[config.mk]
export PLATFORM = sky130hd
export DESIGN_NAME = s_axi_read
export DESIGN_NICKNAME = d
export VERILOG_FILES = /design/src/rtl/s_axi_read_pkg.sv /design/src/rtl/s_axi_read_decode.sv /design/src/rtl/s_axi_read.sv
export SDC_FILE = /design/constraint.sdc
export NUM_CORES = 1
export LEC_CHECK = 0
export BUFFER_PORTS_ARGS = -buffer_cell sky130_fd_sc_hd__buf_2
export CELL_PAD_IN_SITES_DETAIL_PLACEMENT = 0
export CELL_PAD_IN_SITES_GLOBAL_PLACEMENT = 2
export CORE_MARGIN = 3
export CORE_UTILIZATION = 25
export DETAILED_ROUTE_END_ITERATION = 6
export GPL_ROUTABILITY_DRIVEN = 0
export MAX_ROUTING_LAYER = met4
export PLACE_DENSITY = 0.89
export RECOVER_POWER = 25
export SYNTH_ARGS = -nofsm -noshare
export SYNTH_HDL_FRONTEND = slang
export SYNTH_SLANG_ARGS = --single-unit
export TNS_END_PERCENT = 20
[constraint.sdc]
create_clock -name clk -period 5.7 [get_ports clk]
set_clock_uncertainty 0.15 [all_clocks]
set_input_delay 0.57 -clock clk [delete_from_list [all_inputs] [get_ports clk]]
set_output_delay 0.57 -clock clk [all_outputs]
set_load 0.05 [all_outputs]
[src/rtl/s_axi_read_pkg.sv]
// Shared register-map codes and FSM encoding for the AXI-Lite read and write responders.
package s_axi_read_pkg;

    localparam logic [1:0] BANK_SEL_0 = 2'b00;
    localparam logic [1:0] BANK_SEL_1 = 2'b01;

    localparam logic [7:0] SLOT_CONTROL     = 8'h00;
    localparam logic [7:0] SLOT_STATUS      = 8'h01;
    localparam logic [7:0] SLOT_CNT         = 8'h02;
    localparam logic [7:0] SLOT_END_CNT     = 8'h03;
    localparam logic [7:0] SLOT_DMA_BASE    = 8'h04;
    localparam logic [7:0] SLOT_DFX_CTRL    = 8'h05;
    localparam logic [7:0] SLOT_INTR_ENA    = 8'h06;
    localparam logic [7:0] SLOT_INTR        = 8'h07;
    localparam logic [7:0] SLOT_ROUND_TRIP  = 8'h08;

    // Bank1 fields run contiguously from src_addr to st_intr_mask_abs.
    localparam logic [3:0] FIELD_SRC_ADDR         = 4'd0;
    localparam logic [3:0] FIELD_ST_INTR_MASK_ABS = 4'd8;

    localparam logic [1:0] RESP_OKAY   = 2'b00;
    localparam logic [1:0] RESP_SLVERR = 2'b10;

    typedef enum logic [1:0] {
        ST_IDLE  = 2'd0,
        ST_FETCH = 2'd1,
        ST_CAPT  = 2'd2,
        ST_RESP  = 2'd3
    } read_state_t;

endpackage

[src/rtl/s_axi_read_decode.sv]
// Combinational address decode: selects a bank0 register or the bank1 slot-table value.
module s_axi_read_decode
    import s_axi_read_pkg::*;
#(
    parameter int GLOB_ADDR_WIDTH       = 32,
    parameter int ADDR_WIDTH            = 16,
    parameter int DATA_WIDTH            = 32,
    parameter int BANK0_CONTROL_WIDTH   = 4,
    parameter int BANK0_STATUS_WIDTH    = 4,
    parameter int BANK0_CNT_WIDTH       = 3,
    parameter int BANK0_INTR_WIDTH      = 1,
    parameter int BANK0_ROUNDTRIP_WIDTH = 16
) (
    input  logic [ADDR_WIDTH-1:0]            read_addr,
    input  logic [BANK0_CONTROL_WIDTH-1:0]   bank0_control,
    input  logic [BANK0_STATUS_WIDTH-1:0]    bank0_status,
    input  logic [BANK0_CNT_WIDTH-1:0]       bank0_cnt,
    input  logic [BANK0_CNT_WIDTH-1:0]       bank0_end_cnt,
    input  logic [GLOB_ADDR_WIDTH-1:0]       bank0_dma_base_addr,
    input  logic [GLOB_ADDR_WIDTH-1:0]       bank0_dfx_ctrl_addr,
    input  logic [BANK0_INTR_WIDTH-1:0]      bank0_intr_ena,
    input  logic [BANK0_INTR_WIDTH-1:0]      bank0_intr,
    input  logic [BANK0_ROUNDTRIP_WIDTH-1:0] bank0_round_trip,
    input  logic [DATA_WIDTH-1:0]            bank1_rdata,
    output logic [DATA_WIDTH-1:0]            rdata,
    output logic [1:0]                       rresp,
    output logic                             bank1_hit
);

    logic [1:0] bank;
    logic [7:0] slot;
    logic [3:0] field;
    logic       unused;

    assign bank   = read_addr[15:14];
    assign slot   = read_addr[13:6];
    assign field  = read_addr[5:2];
    assign unused = &{1'b0, read_addr[1:0]};

    always_comb begin
        rdata     = '0;
        rresp     = RESP_SLVERR;
        bank1_hit = 1'b0;
        case (bank)
            BANK_SEL_0: begin
                rresp = RESP_OKAY;
                case (slot)
                    SLOT_CONTROL:    rdata = DATA_WIDTH'(bank0_control);
                    SLOT_STATUS:     rdata = DATA_WIDTH'(bank0_status);
                    SLOT_CNT:        rdata = DATA_WIDTH'(bank0_cnt);
                    SLOT_END_CNT:    rdata = DATA_WIDTH'(bank0_end_cnt);
                    SLOT_DMA_BASE:   rdata = DATA_WIDTH'(bank0_dma_base_addr);
                    SLOT_DFX_CTRL:   rdata = DATA_WIDTH'(bank0_dfx_ctrl_addr);
                    SLOT_INTR_ENA:   rdata = DATA_WIDTH'(bank0_intr_ena);
                    SLOT_INTR:       rdata = DATA_WIDTH'(bank0_intr);
                    SLOT_ROUND_TRIP: rdata = DATA_WIDTH'(bank0_round_trip);
                    default:         rresp = RESP_SLVERR;
                endcase
            end
            BANK_SEL_1: begin
                if (field <= FIELD_ST_INTR_MASK_ABS) begin
                    rdata     = bank1_rdata;
                    rresp     = RESP_OKAY;
                    bank1_hit = 1'b1;
                end
            end
            default: ;
        endcase
    end

endmodule

[src/rtl/s_axi_read.sv]
// AXI4-Lite read responder: one outstanding read, fixed four-cycle AR-to-ready turnaround.
module s_axi_read
    import s_axi_read_pkg::*;
#(
    parameter int GLOB_ADDR_WIDTH       = 32,
    parameter int ADDR_WIDTH            = 16,
    parameter int DATA_WIDTH            = 32,
    parameter int BANK1_INDEX_WIDTH     = 3,
    parameter int BANK0_CONTROL_WIDTH   = 4,
    parameter int BANK0_STATUS_WIDTH    = 4,
    parameter int BANK0_CNT_WIDTH       = BANK1_INDEX_WIDTH,
    parameter int BANK0_INTR_WIDTH      = 1,
    parameter int BANK0_ROUNDTRIP_WIDTH = 16
) (
    input  logic                             clk,
    input  logic                             reset,
    input  logic [ADDR_WIDTH-1:0]            S_AXI_ARADDR,
    input  logic                             S_AXI_ARVALID,
    output logic                             S_AXI_ARREADY,
    output logic [DATA_WIDTH-1:0]            S_AXI_RDATA,
    output logic [1:0]                       S_AXI_RRESP,
    output logic                             S_AXI_RVALID,
    input  logic                             S_AXI_RREADY,
    output logic [BANK1_INDEX_WIDTH-1:0]     ext_bank1_out_index,
    output logic [3:0]                       ext_bank1_out_field,
    output logic                             ext_bank1_out_rd_en,
    input  logic [DATA_WIDTH-1:0]            ext_bank1_inp_rdata,
    input  logic [BANK0_CONTROL_WIDTH-1:0]   ext_bank0_inp_control,
    input  logic [BANK0_STATUS_WIDTH-1:0]    ext_bank0_inp_status,
    input  logic [BANK0_CNT_WIDTH-1:0]       ext_bank0_inp_cnt,
    input  logic [BANK0_CNT_WIDTH-1:0]       ext_bank0_inp_endCnt,
    input  logic [GLOB_ADDR_WIDTH-1:0]       ext_bank0_inp_dmaBaseAddr,
    input  logic [GLOB_ADDR_WIDTH-1:0]       ext_bank0_inp_dfxCtrlAddr,
    input  logic [BANK0_INTR_WIDTH-1:0]      ext_bank0_inp_intrEna,
    input  logic [BANK0_INTR_WIDTH-1:0]      ext_bank0_inp_intr,
    input  logic [BANK0_ROUNDTRIP_WIDTH-1:0] ext_bank0_inp_roundTrip
);

    read_state_t           state, state_next;
    logic [ADDR_WIDTH-1:0] read_addr;
    logic [DATA_WIDTH-1:0] rdata_q, dec_rdata;
    logic [1:0]            rresp_q, dec_rresp;
    logic                  bank1_hit;

    s_axi_read_decode #(
        .GLOB_ADDR_WIDTH       (GLOB_ADDR_WIDTH),
        .ADDR_WIDTH            (ADDR_WIDTH),
        .DATA_WIDTH            (DATA_WIDTH),
        .BANK0_CONTROL_WIDTH   (BANK0_CONTROL_WIDTH),
        .BANK0_STATUS_WIDTH    (BANK0_STATUS_WIDTH),
        .BANK0_CNT_WIDTH       (BANK0_CNT_WIDTH),
        .BANK0_INTR_WIDTH      (BANK0_INTR_WIDTH),
        .BANK0_ROUNDTRIP_WIDTH (BANK0_ROUNDTRIP_WIDTH)
    ) u_decode (
        .read_addr           (read_addr),
        .bank0_control       (ext_bank0_inp_control),
        .bank0_status        (ext_bank0_inp_status),
        .bank0_cnt           (ext_bank0_inp_cnt),
        .bank0_end_cnt       (ext_bank0_inp_endCnt),
        .bank0_dma_base_addr (ext_bank0_inp_dmaBaseAddr),
        .bank0_dfx_ctrl_addr (ext_bank0_inp_dfxCtrlAddr),
        .bank0_intr_ena      (ext_bank0_inp_intrEna),
        .bank0_intr          (ext_bank0_inp_intr),
        .bank0_round_trip    (ext_bank0_inp_roundTrip),
        .bank1_rdata         (ext_bank1_inp_rdata),
        .rdata               (dec_rdata),
        .rresp               (dec_rresp),
        .bank1_hit           (bank1_hit)
    );

    assign ext_bank1_out_index = read_addr[BANK1_INDEX_WIDTH+5:6];
    assign ext_bank1_out_field = read_addr[5:2];
    assign S_AXI_RDATA         = rdata_q;
    assign S_AXI_RRESP         = rresp_q;

    always_ff @(posedge clk or negedge reset) begin
        if (!reset) begin
            state <= ST_IDLE;
        end else begin
            state <= state_next;
        end
    end

    always_comb begin
        state_next          = state;
        S_AXI_ARREADY       = 1'b0;
        S_AXI_RVALID        = 1'b0;
        ext_bank1_out_rd_en = 1'b0;
        case (state)
            ST_IDLE: begin
                S_AXI_ARREADY = 1'b1;
                if (S_AXI_ARVALID) state_next = ST_FETCH;
            end
            ST_FETCH: begin
                ext_bank1_out_rd_en = bank1_hit;
                state_next          = ST_CAPT;
            end
            ST_CAPT: state_next = ST_RESP;
            ST_RESP: begin
                S_AXI_RVALID = 1'b1;
                if (S_AXI_RREADY) state_next = ST_IDLE;
            end
            default: state_next = ST_IDLE;
        endcase
    end

    // Bank0 is sampled live in ST_CAPT, the same cycle the slot table presents its data.
    always_ff @(posedge clk or negedge reset) begin
        if (!reset) begin
            read_addr <= '0;
            rdata_q   <= '0;
            rresp_q   <= RESP_OKAY;
        end else begin
            if (state == ST_IDLE && S_AXI_ARVALID) read_addr <= S_AXI_ARADDR;
            if (state == ST_CAPT) begin
                rdata_q <= dec_rdata;
                rresp_q <= dec_rresp;
            end
        end
    end

endmodule

======== After elaboration in Yosys (flattened, before gate mapping) ========
Cells that the tools add are included.
word-level totals
  bits in registers ....................... 52
  input port bits ......................... 148
  output and inout bits ................... 44
  word-level logic and storage cells ...... 39
cells by class
  order comparisons ....................... 1
  equality and inequality tests ........... 14
  multiplexer cells ....................... 14
  reduce and logical (&&, ||, !) cells .... 6
operators by type and width
  operator                                               number
  case mux 32 bit (9 select lines)                       1
  case mux 32 bit (2 select lines)                       1
  == test 8 x 3 -> 1 bit, second input constant          4
  2-to-1 mux 32 bit                                      1
  == test 8 x 2 -> 1 bit, second input constant          2
  OR reduction 9 bit                                     1
  == test 8 x 1 -> 1 bit, second input constant          1
  == test 8 x 4 -> 1 bit, second input constant          1
  logical NOT 8 bit                                      1
  2-to-1 mux 2 bit                                       4
  case mux 2 bit (4 select lines)                        1
  2-to-1 mux 1 bit                                       5
  == test 2 x 1 -> 1 bit, second input constant          2
  == test 2 bit, second input constant                   2
  less-or-equal comparator 4 bit, second input constant  1
  logical NOT 2 bit                                      2
  inequality test 2 bit, second input constant           2
  case mux 2 bit (2 select lines)                        1
  AND reduction 2 bit                                    1
  logical AND 1 bit                                      1

======== Logic depth before layout (Yosys ltp) ========
  depth after elaboration ................. 4
  gate-level depth with buffers ........... 9
  mapped depth without buffers ............ 6

======== Modules after synthesis ========
From an unflattened synthesis, not the netlist that was laid out.
unflattened totals
  cells, all modules ...................... 298
  area, all modules ....................... 3246.9 um2
by module, submodules not included
  module             times used  cells an instance  area an instance (um2)  sequential area each (um2)
  s_axi_read         1           129                2145.8                  1301.2
  s_axi_read_decode  1           169                1101.1                  0.0

======== Least setup slack after synthesis ========
OpenSTA, ideal clock, no wires.
  kind .................................... register to register
  start point ............................. register read_addr[11]
  end point ............................... register rdata_q[23] (netlist: S_AXI_RDATA[23])
  setup time .............................. 74 ps
  arrival ................................. 2453 ps
  required time ........................... 5476 ps
  setup slack ............................. 3023 ps
  stages on the path, launching flop included .. 10
  path buffers ............................ 4
  clock period less this slack ............ 2677 ps
  path through ............................ dfrtp_1 > or4_1 > buf_2 > or4_1 > or3_1 > buf_2 > or2_1 > buf_6 > buf_12 > o21ai_2
on the way
  longest elaborated chain between the ends .. 3
  elaborated cells on any way between the ends .. 11
  those cells by class .................... 8 x eq/ne; 2 x mux; 1 x reduce/logical
ends and longest elaborated chain
  element                                               line                     text
  start: declaration                                    s_axi_read.sv:40         logic [ADDR_WIDTH-1:0] read_addr;
  start signal: assignment                              s_axi_read.sv:110        read_addr <= '0;
  start signal: assignment                              s_axi_read.sv:114        if (state == ST_IDLE && S_AXI_ARVALID) read_addr <= S_AXI_ARADDR;
  == test 8 x 4 -> 1 bit, or another cell as far along  s_axi_read_decode.sv:47  case (slot)
  case mux 32 bit (9 select lines) (*)                  s_axi_read_decode.sv:47
  case mux 32 bit (2 select lines) (*)                  s_axi_read_decode.sv:44  case (bank)
  end signal: assignment                                s_axi_read.sv:116        rdata_q <= dec_rdata;
  end: declaration                                      s_axi_read.sv:41         logic [DATA_WIDTH-1:0] rdata_q, dec_rdata;
Every way passes the cells marked *; elsewhere a longest branch is shown, timed or not.
A chain may end at the register's enable or synchronous reset.

======== Worst setup path after layout ========
  start point ............................. register read_addr[11]
  end point ............................... register rdata_q[18] (netlist: S_AXI_RDATA[18])
The elaborated chain is that of the path after synthesis.

==> results.yml <==
synth:
  synth_area_leader_cell: "dfrtp_1"
  postSynthCellCount: 290
  synth_area_um2: 2920
  synth_seq_area_share_pct: 42.0
  synthTopCellsByArea: "dfrtp_1 42%, mux2i_1 12%, mux2_2 5.4%"
  synth_area_per_cell_um2: 10.1
  synth_edf_count: 0
  synthesis.nets: 442
  synth_flop_cell: "dfrtp_1"
  synth-seq-cells: 49
  synthArstFlopShare_pct: 100
  synth_top_area_share_pct: 42.0
  yosys.cell_types.count: 38
  yosysWarnings: 0
final_layout:
  instances_no_fill: 599
  diodes: 0
  final_common_cell: "buf_2"
  layout_common_cells: "188 x buf_2, 48 x dfrtp_1, 36 x mux2i_1"
  drive_gt1_share_pct: 49.0
  design_area_um2: 4050
  fin_nets: 610
  utilization_pct: 36.4
  area_delta_synth_final_pct: 38.6
critical_path:
  path_cells: "or4_1 > or4_1 > or3_1 > or2_1 > o21ai_0"
  end_kind: "flip-flop"
  crit_family: "simple AND/OR/NAND/NOR gates"
  cp_common_cell: "or4_1"
  path_class: "flip-flop to flip-flop"
  worstPathRequired_ps: 5750
  start_kind: "flip-flop"
  reg2reg_depth: 5
  rr_endpoint: "S_AXI_RDATA[18]"
  ff2ff_setup_slack_ps: 2420
  crit_arrival_ps: 3330
  worstPathMaxFanout: 17
  path_buf_inv: 0
  rr_startpoint: "read_addr[11]"
  cpMaxStageDelayCell: "or4_1"
  critical-path-max-stage-delay_ps: 670
place:
  place_inst: 591
  numPortBuffers: 188
  dpl_cell_area_um2: 3900
  place_hpwl_um: 7240
  dp_slack_ps: 2340
status:
  violations: "max-capacitance violations, max-slew violations"
  status: "finished with violations"
timing:
  worstMarginPinSlew_ps: 2740
  relSlewSlack_pct: -82.3
  clock.fmax_mhz: 305
  finalWorstPathRequiredPeriod_ps: 3280
  hold_violations: 0
  fin_setup_tns_ps: 0
  setup_slack_ps: 2420
  holdWs_ps: 354
  finalCritPeriodShare_pct: 57.6
  final_max_slew_viol_count: 50
  finalSetupViolations: 0
  rsz0062_at_grt: "false"
detailed_routing:
  detail-route-antenna-nets: 0
  wl_per_cell_um: 15.9
  drt-pass1-iter-count: 4
  routed_wl_um: 9500
  drtIter0Drc: 103
  vias: 2845
  viasPerCell: 4.75
  remaining_drc_errors: 0
job:
  drv_cap: 1
global_route:
  grt_max_degree: 50
  grt_pass1_wl_um: 14700
  first_global_vias: 2899
  grtUsageTotal_pct: 14.5
  antenna_found_initial: 0
  overflow: 0
clock_tree:
  hold_buffers: 0
  cts_resized: 0
  cts_inserted_buffers: 5
  cts_sinks: 49
  cts_root_buf: "clkbuf_16"
  h-tree-depth: 2
  cts.path.max_buffers: 2
  cts_tree: "built"
  insertion_delay_ps: 290
  clk_pin_slew_ps: 70
  post_cts_buffers: 0
min_path:
  hold_class: "flip-flop to flip-flop"
  holdCritStartpoint: "read_addr[11]"
  hold_depth: 1
  hold_end: "read_addr[11]"
power:
  p_leak_nw: 2.07
  totalPowerFinal_mw: 2.20
  p_per_area_nw_per_um2: 544
  ir_drop_uv: 299
floorplan:
  die_h_um: 114
  std_cell_rows: 38
  placeableCoreArea_um2: 11100
  die-area_um2: 13000
  start_util_pct: 26.2
  ios: 192
  die_w_um: 114
report_power, final:
part / switching, mW / internal (mW) / total (mW)
clock: 0.128 / 0.175 / 0.304
sequential: 0.124 / 0.501 / 0.625
combinational: 0.866 / 0.403 / 1.27
layout make-up:
type	instances	area [um^2]
multi-input combinational	192	1460
inverter	18	67.6
clock buffer	8	146
tap	140	175
sequential	49	1230
timing repair buffer	192	967
fill	1199	7080
worst reg2reg max path, cell delays in order, from the launching register on:
cell     delay (ps)
dfrtp_1         370
or4_1           670
or4_1           460
or3_1           610
or2_1           640
o21ai_0         300
cells by family after synthesis:
logic type | count (synthesis) | synth area share, %
flops | 49 | 42.0
other cells | 1 | 0.128
fa+ha+maj | 4 | 1.71
buf+inv | 49 | 8.27
mux | 51 | 18.5
compound gates | 78 | 19.0
simple gates | 58 | 10.3
layer usage:
layer,vias up,routed length [um],GRT usage [%]
met3,11,506,1.96
met5,-,0,-
met2,90,4810,24.7
met4,0,163,4.04
met1,1347,4030,18.0
li1,1397,-,-
state kept, by name, indices dropped and copies added, names as in the netlist:
signal       cells
state            2
S_AXI_RDATA     32
S_AXI_RRESP      1
read_addr       14
Yosys cell counts (all sizes together), types with 2 or more instances:
library cell and count:
buf 15, o221ai 13, a22oi 16, a221o 2, nand3 15, nor3 5
and4b 2, or3 2, nor2 16, o21ai 22, a211oi 4, nand2 6
clkbuf 16, nor3b 2, ha 4, or4 2, mux2i 36, a21oi 16
inv 18, mux2 14, o31a 2, nand3b 3, dfrtp 49
how the worst max path moves through the flow:
stage | startpoint | to | cells past startpoint
final | read_addr[11] | S_AXI_RDATA[18] | 5
after detailed placement | read_addr[11] | S_AXI_RDATA[18] | 5
after CTS | read_addr[11] | S_AXI_RDATA[18] | 5
after global placement | read_addr[11] | S_AXI_RDATA[18] | 5
after global routing | reset | read_addr[6] | 2
after floorplan | read_addr[11] | S_AXI_RDATA[23] | 9
Note: power is estimated with default switching activity, not from simulation.
